**config.mk**
```make
export PLATFORM = sky130hd
export DESIGN_NAME = rom_addr_sequencer
export DESIGN_NICKNAME = d
export VERILOG_FILES = /design/src/rtl/rom_addr_sequencer.sv
export SDC_FILE = /design/constraint.sdc
export NUM_CORES = 1
export LEC_CHECK = 0
export ABC_AREA = 1
export BUFFER_PORTS_ARGS = -buffer_cell sky130_fd_sc_hd__buf_4
export CORE_UTILIZATION = 45
export CTS_CLUSTER_SIZE = 24
export DETAILED_ROUTE_END_ITERATION = 12
export GPL_TIMING_DRIVEN = 0
export HOLD_SLACK_MARGIN = 0.1
export PLACE_DENSITY = 0.74
export SYNTH_ARGS = -nofsm -noshare
export SYNTH_HDL_FRONTEND = slang
export SYNTH_SLANG_ARGS = --single-unit
```
**constraint.sdc**
```tcl
create_clock -name clk -period 1.94 [get_ports clk]
set_input_delay 0.194 -clock clk [delete_from_list [all_inputs] [get_ports clk]]
set_output_delay 0.194 -clock clk [all_outputs]
set_load 0.05 [all_outputs]
```
**src/rtl/rom_addr_sequencer.sv**
```systemverilog
// Sweeps every ROM address up or down, holds each one for HOLD_CYCLES cycles, then captures the word.
// The optional running checksum of captured words is enabled by defining CHECKSUM_EN.
module rom_addr_sequencer #(
  parameter int ADDR_W      = 3,
  parameter int DATA_W      = 8,
  parameter int HOLD_CYCLES = 1
) (
  input  logic              clk,
  input  logic              rst,
  input  logic              start,
  input  logic              dir,
  input  logic              wrap_en,
  input  logic              stop,
  input  logic [DATA_W-1:0] rom_data,
  output logic [ADDR_W-1:0] address,
  output logic              sel,
  output logic [DATA_W-1:0] dout,
  output logic              dout_valid,
  output logic              busy,
  output logic              done,
  output logic [DATA_W-1:0] checksum
);

  localparam int CNT_W = (HOLD_CYCLES > 2) ? $clog2(HOLD_CYCLES) : 1;
  localparam logic [CNT_W-1:0]  HOLD_LAST = CNT_W'(HOLD_CYCLES - 1);
  localparam logic [ADDR_W-1:0] ADDR_MAX  = '1;

  typedef enum logic [1:0] {IDLE, DRIVE, CAPTURE, DONE} state_t;

  state_t            state_reg, state_next;
  logic [ADDR_W-1:0] addr_reg, addr_next;
  logic [CNT_W-1:0]  cnt_reg, cnt_next;
  logic              dir_reg, dir_next;
  logic              wrap_reg, wrap_next;
  logic [DATA_W-1:0] dout_reg, dout_next;
  logic              valid_reg, valid_next;
  logic              sel_reg, sel_next;
  logic              done_reg, done_next;
  logic [ADDR_W-1:0] first_addr, last_addr;

`ifdef CHECKSUM_EN
  logic [DATA_W-1:0] sum_reg, sum_next;
`endif

  // The start/end points of a sweep depend on the latched direction.
  assign first_addr = dir_reg ? ADDR_MAX : '0;
  assign last_addr  = dir_reg ? '0 : ADDR_MAX;

  always_comb begin
    state_next = state_reg;
    addr_next  = addr_reg;
    cnt_next   = cnt_reg;
    dir_next   = dir_reg;
    wrap_next  = wrap_reg;
    dout_next  = dout_reg;
    valid_next = 1'b0;
`ifdef CHECKSUM_EN
    sum_next   = sum_reg;
`endif
    case (state_reg)
      IDLE: begin
        if (start) begin
          dir_next   = dir;
          wrap_next  = wrap_en;
          addr_next  = dir ? ADDR_MAX : '0;
          cnt_next   = '0;
`ifdef CHECKSUM_EN
          sum_next   = '0;
`endif
          state_next = DRIVE;
        end
      end
      DRIVE: begin
        if (stop) begin
          state_next = IDLE;
        end else if (cnt_reg == HOLD_LAST) begin
          cnt_next   = '0;
          state_next = CAPTURE;
        end else begin
          cnt_next = cnt_reg + 1'b1;
        end
      end
      CAPTURE: begin
        // An abort wins over both the capture and the wrap-around.
        if (stop) begin
          state_next = IDLE;
        end else begin
          dout_next  = rom_data;
          valid_next = 1'b1;
`ifdef CHECKSUM_EN
          sum_next   = sum_reg + rom_data;
`endif
          if (addr_reg != last_addr) begin
            addr_next  = dir_reg ? addr_reg - 1'b1 : addr_reg + 1'b1;
            state_next = DRIVE;
          end else if (wrap_reg) begin
            addr_next  = first_addr;
            state_next = DRIVE;
          end else begin
            state_next = DONE;
          end
        end
      end
      DONE: state_next = IDLE;
      default: state_next = IDLE;
    endcase
    sel_next  = (state_next == DRIVE) || (state_next == CAPTURE);
    done_next = (state_next == DONE);
  end

  always_ff @(posedge clk or posedge rst) begin
    if (rst) begin
      state_reg <= IDLE;
      addr_reg  <= '0;
      cnt_reg   <= '0;
      dir_reg   <= 1'b0;
      wrap_reg  <= 1'b0;
      dout_reg  <= '0;
      valid_reg <= 1'b0;
      sel_reg   <= 1'b0;
      done_reg  <= 1'b0;
    end else begin
      state_reg <= state_next;
      addr_reg  <= addr_next;
      cnt_reg   <= cnt_next;
      dir_reg   <= dir_next;
      wrap_reg  <= wrap_next;
      dout_reg  <= dout_next;
      valid_reg <= valid_next;
      sel_reg   <= sel_next;
      done_reg  <= done_next;
    end
  end

`ifdef CHECKSUM_EN
  always_ff @(posedge clk or posedge rst) begin
    if (rst) sum_reg <= '0;
    else     sum_reg <= sum_next;
  end
  assign checksum = sum_reg;
`else
  assign checksum = '0;
`endif

  assign address    = addr_reg;
  assign sel        = sel_reg;
  assign busy       = sel_reg;
  assign done       = done_reg;
  assign dout       = dout_reg;
  assign dout_valid = valid_reg;

endmodule

```
==> metrics.cfg <==
[outcome]
status = completed

[cts]
cts-buffers-inserted = 3
clockRootBuffer = clkbuf_4
hold_buffers = 9
cts_num_sinks = 18
cts-resized-gates = 0
path_clk_slew_ns = 0.11
cts_tree = yes
cts.path.max_buffers = 2
cts_setup_buffers = 0
htreeDepth = 1
clock_latency_ns = 0.29

[power]
switching_share_pct = 51.52
power.density_nw_per_um2 = 1518
switching_power_mw = 1.073
p_seq_share_pct = 29.7
p_int_mw = 1.009
power.share.clock_pct = 11.3
pwr-share-comb_pct = 59.0
leakage_nw = 0.7902
ir_drop_mv = 1.070

[timing]
slew_viol_final = 0
setup_tns_ns = 0
rsz0062_at_grt = false
skew_ns = 0.001361
setup_viol = 0
fmax_mhz = 588.6
min_period_ns = 1.699
tightest_slew_ns = 0.6733
relSlewSlack_pct = 55.07
post-route-period-util_pct = 87.58
hold-worst-slack_ns = 0.1159
hold_violations = 0

[yosys]
ys_types = 20
avgSynthCellArea_um2 = 8.388
yosys-top-cells-area = dfrtp_1 47%, nand2_1 16%, buf_4 7.0%
ys_warn_count = 0
syn_area_um2 = 964.7
ys_top_cells_by_count = 42 x nand2_1, 18 x dfrtp_1, 9 x buf_4
synth_top_area_cell = dfrtp_1
ys_async_sr_fraction_pct = 100.0
seq_area_frac_synth_pct = 46.69
synth_top_area_share_pct = 46.69
synth_cells = 115
synth_seq_cells = 18
synth_edf_count = 0
synth_ff_type = dfrtp_1
synth_most_common_cell = nand2_1

[cells_and_area]
diodes = 0
drive_gt1_share_pct = 35.37
seq_area_um2 = 450.4
area_delta_synth_final_pct = 42.15
nets = 182
fillers = 155
largest_reg_flops = 8
multi_input_area_um2 = 416.7

[setup_path]
worst-path-max-fanout = 6
timing.rr.start = dir_reg
critPathRequiredTime_ns = 2.13
r2r_cells = 6
r2r_slack_ns = 0.24
r2r-end = busy
worst_setup_path_start_kind = flop
end_kind = flop
crit_type = flop to flop
cp.arrival_ns = 1.89

[die]
dieArea_um2 = 2333
ios = 37
core_area_um2 = 1982
rows = 16
chipHeight_um = 48.30
start_util_pct = 48.67
fp.dieW_um = 48.30

[min_path]
hold_path_end = dout_valid
hold_path.class = input port to flop
worstHoldStart = stop
whs_path_depth = 2

[global_routing]
grt_pass1_vias = 841
track_usage_pct = 19.65
grt_antenna_before_repair = 0
grt_max_degree = 19
grt_first_pass_wirelength_um = 3553
gr-total-overflow = 0

[routing]
drc = 0
dr.pass1.iters = 4
final_antenna_net_count = 0
drt_iter0_markers = 10
drt-total-wl_um = 2159
vias_per_cell = 4.435
wire_per_inst_um = 11.30
vias = 847

[placement]
portBuffers = 28
place_hpwl_um = 1472
finalWeightedCongestion = 0.7674

[flow_run]
max-cap-violations = 0

## layout by cell type (no fill, tap or decap), drive strengths merged
master,n
dlygate4sd3,10
o21ai,4
inv,15
dfrtp,18
nand3,2
ha,2
a21oi,2
nand4,2
conb,8
fa,1
nand3b,1
buf,37
mux2,1
clkbuf,4
nor2,11
nand2,46
## power by group through the flow
stage,clock network (mW),logic [mW],registers (mW)
floorplan,0,0.475,1.04
global placement,0,1.18,0.623
detailed placement,0,1.21,0.626
CTS,0.235,1.23,0.620
global route,0.256,1.32,0.638
finish,0.234,1.23,0.619
## worst max-delay path, cell delays in order, from the launching register on
cell and delay, ns:
dfrtp_1 0.46, ha_1 0.34, nand2_2 0.07, nor2_4 0.11, nand3_2 0.11, a21oi_1 0.23, ha_1 0.27
## per-layer routing
metal | wire length, um | up-vias | global-route usage [%]
li1 | - | 427 | -
met2 | 1144 | 28 | 36.38
met1 | 881 | 390 | 22.43
met5 | 0 | - | 0
met3 | 123 | 2 | 4.403
met4 | 10 | 0 | 5.882
## per-stage QoR
step | instance area [um2] | power (mW) | setup slack [ns] | utilization, % | cells
final | 1371 | 2.082 | 0.2410 | 69.19 | 191
after global routing | 1371 | 2.210 | 0.1817 | 69.19 | 191
after CTS | 1361 | 2.085 | 0.2578 | 68.69 | 190
after detailed placement | 1235 | 1.838 | 0.2845 | 62.31 | 177
after global placement | 1235 | 1.801 | 0.3191 | 62.31 | 177
after floorplan | 991.0 | 1.512 | 0.1626 | - | 122
## cells by family (layout without fill, tap and decap cells)
logic type,after synthesis,count (layout),synth area share (%)
AOI/OAI and AO/OA,6,6,3.113
adders and majority gates,3,3,4.669
buffers and inverters,24,66,12.84
DFF,18,18,46.69
muxes,1,1,1.167
other,1,8,0.3887
and+or+nand+nor,62,62,31.13
## final cells by class
cell class,instances,area share [%]
Buffer,9,4.927
Clock buffer,4,2.646
Inverter,15,4.106
Multi-Input combinational cell,80,30.38
Sequential cell,18,32.85
Tap cell,27,2.463
Timing Repair Buffer,38,22.63
## worst max-delay path by stage
stage	from	endpoint	slack (ns)
finish	dir_reg	busy	0.24
global route	dir_reg	busy	0.18
CTS	dir_reg	busy	0.26
detailed placement	dir_reg	busy	0.28
global placement	dir_reg	busy	0.32
floorplan	address[0]	address[1]	0.16
Note: power is estimated with default switching activity, not from simulation.
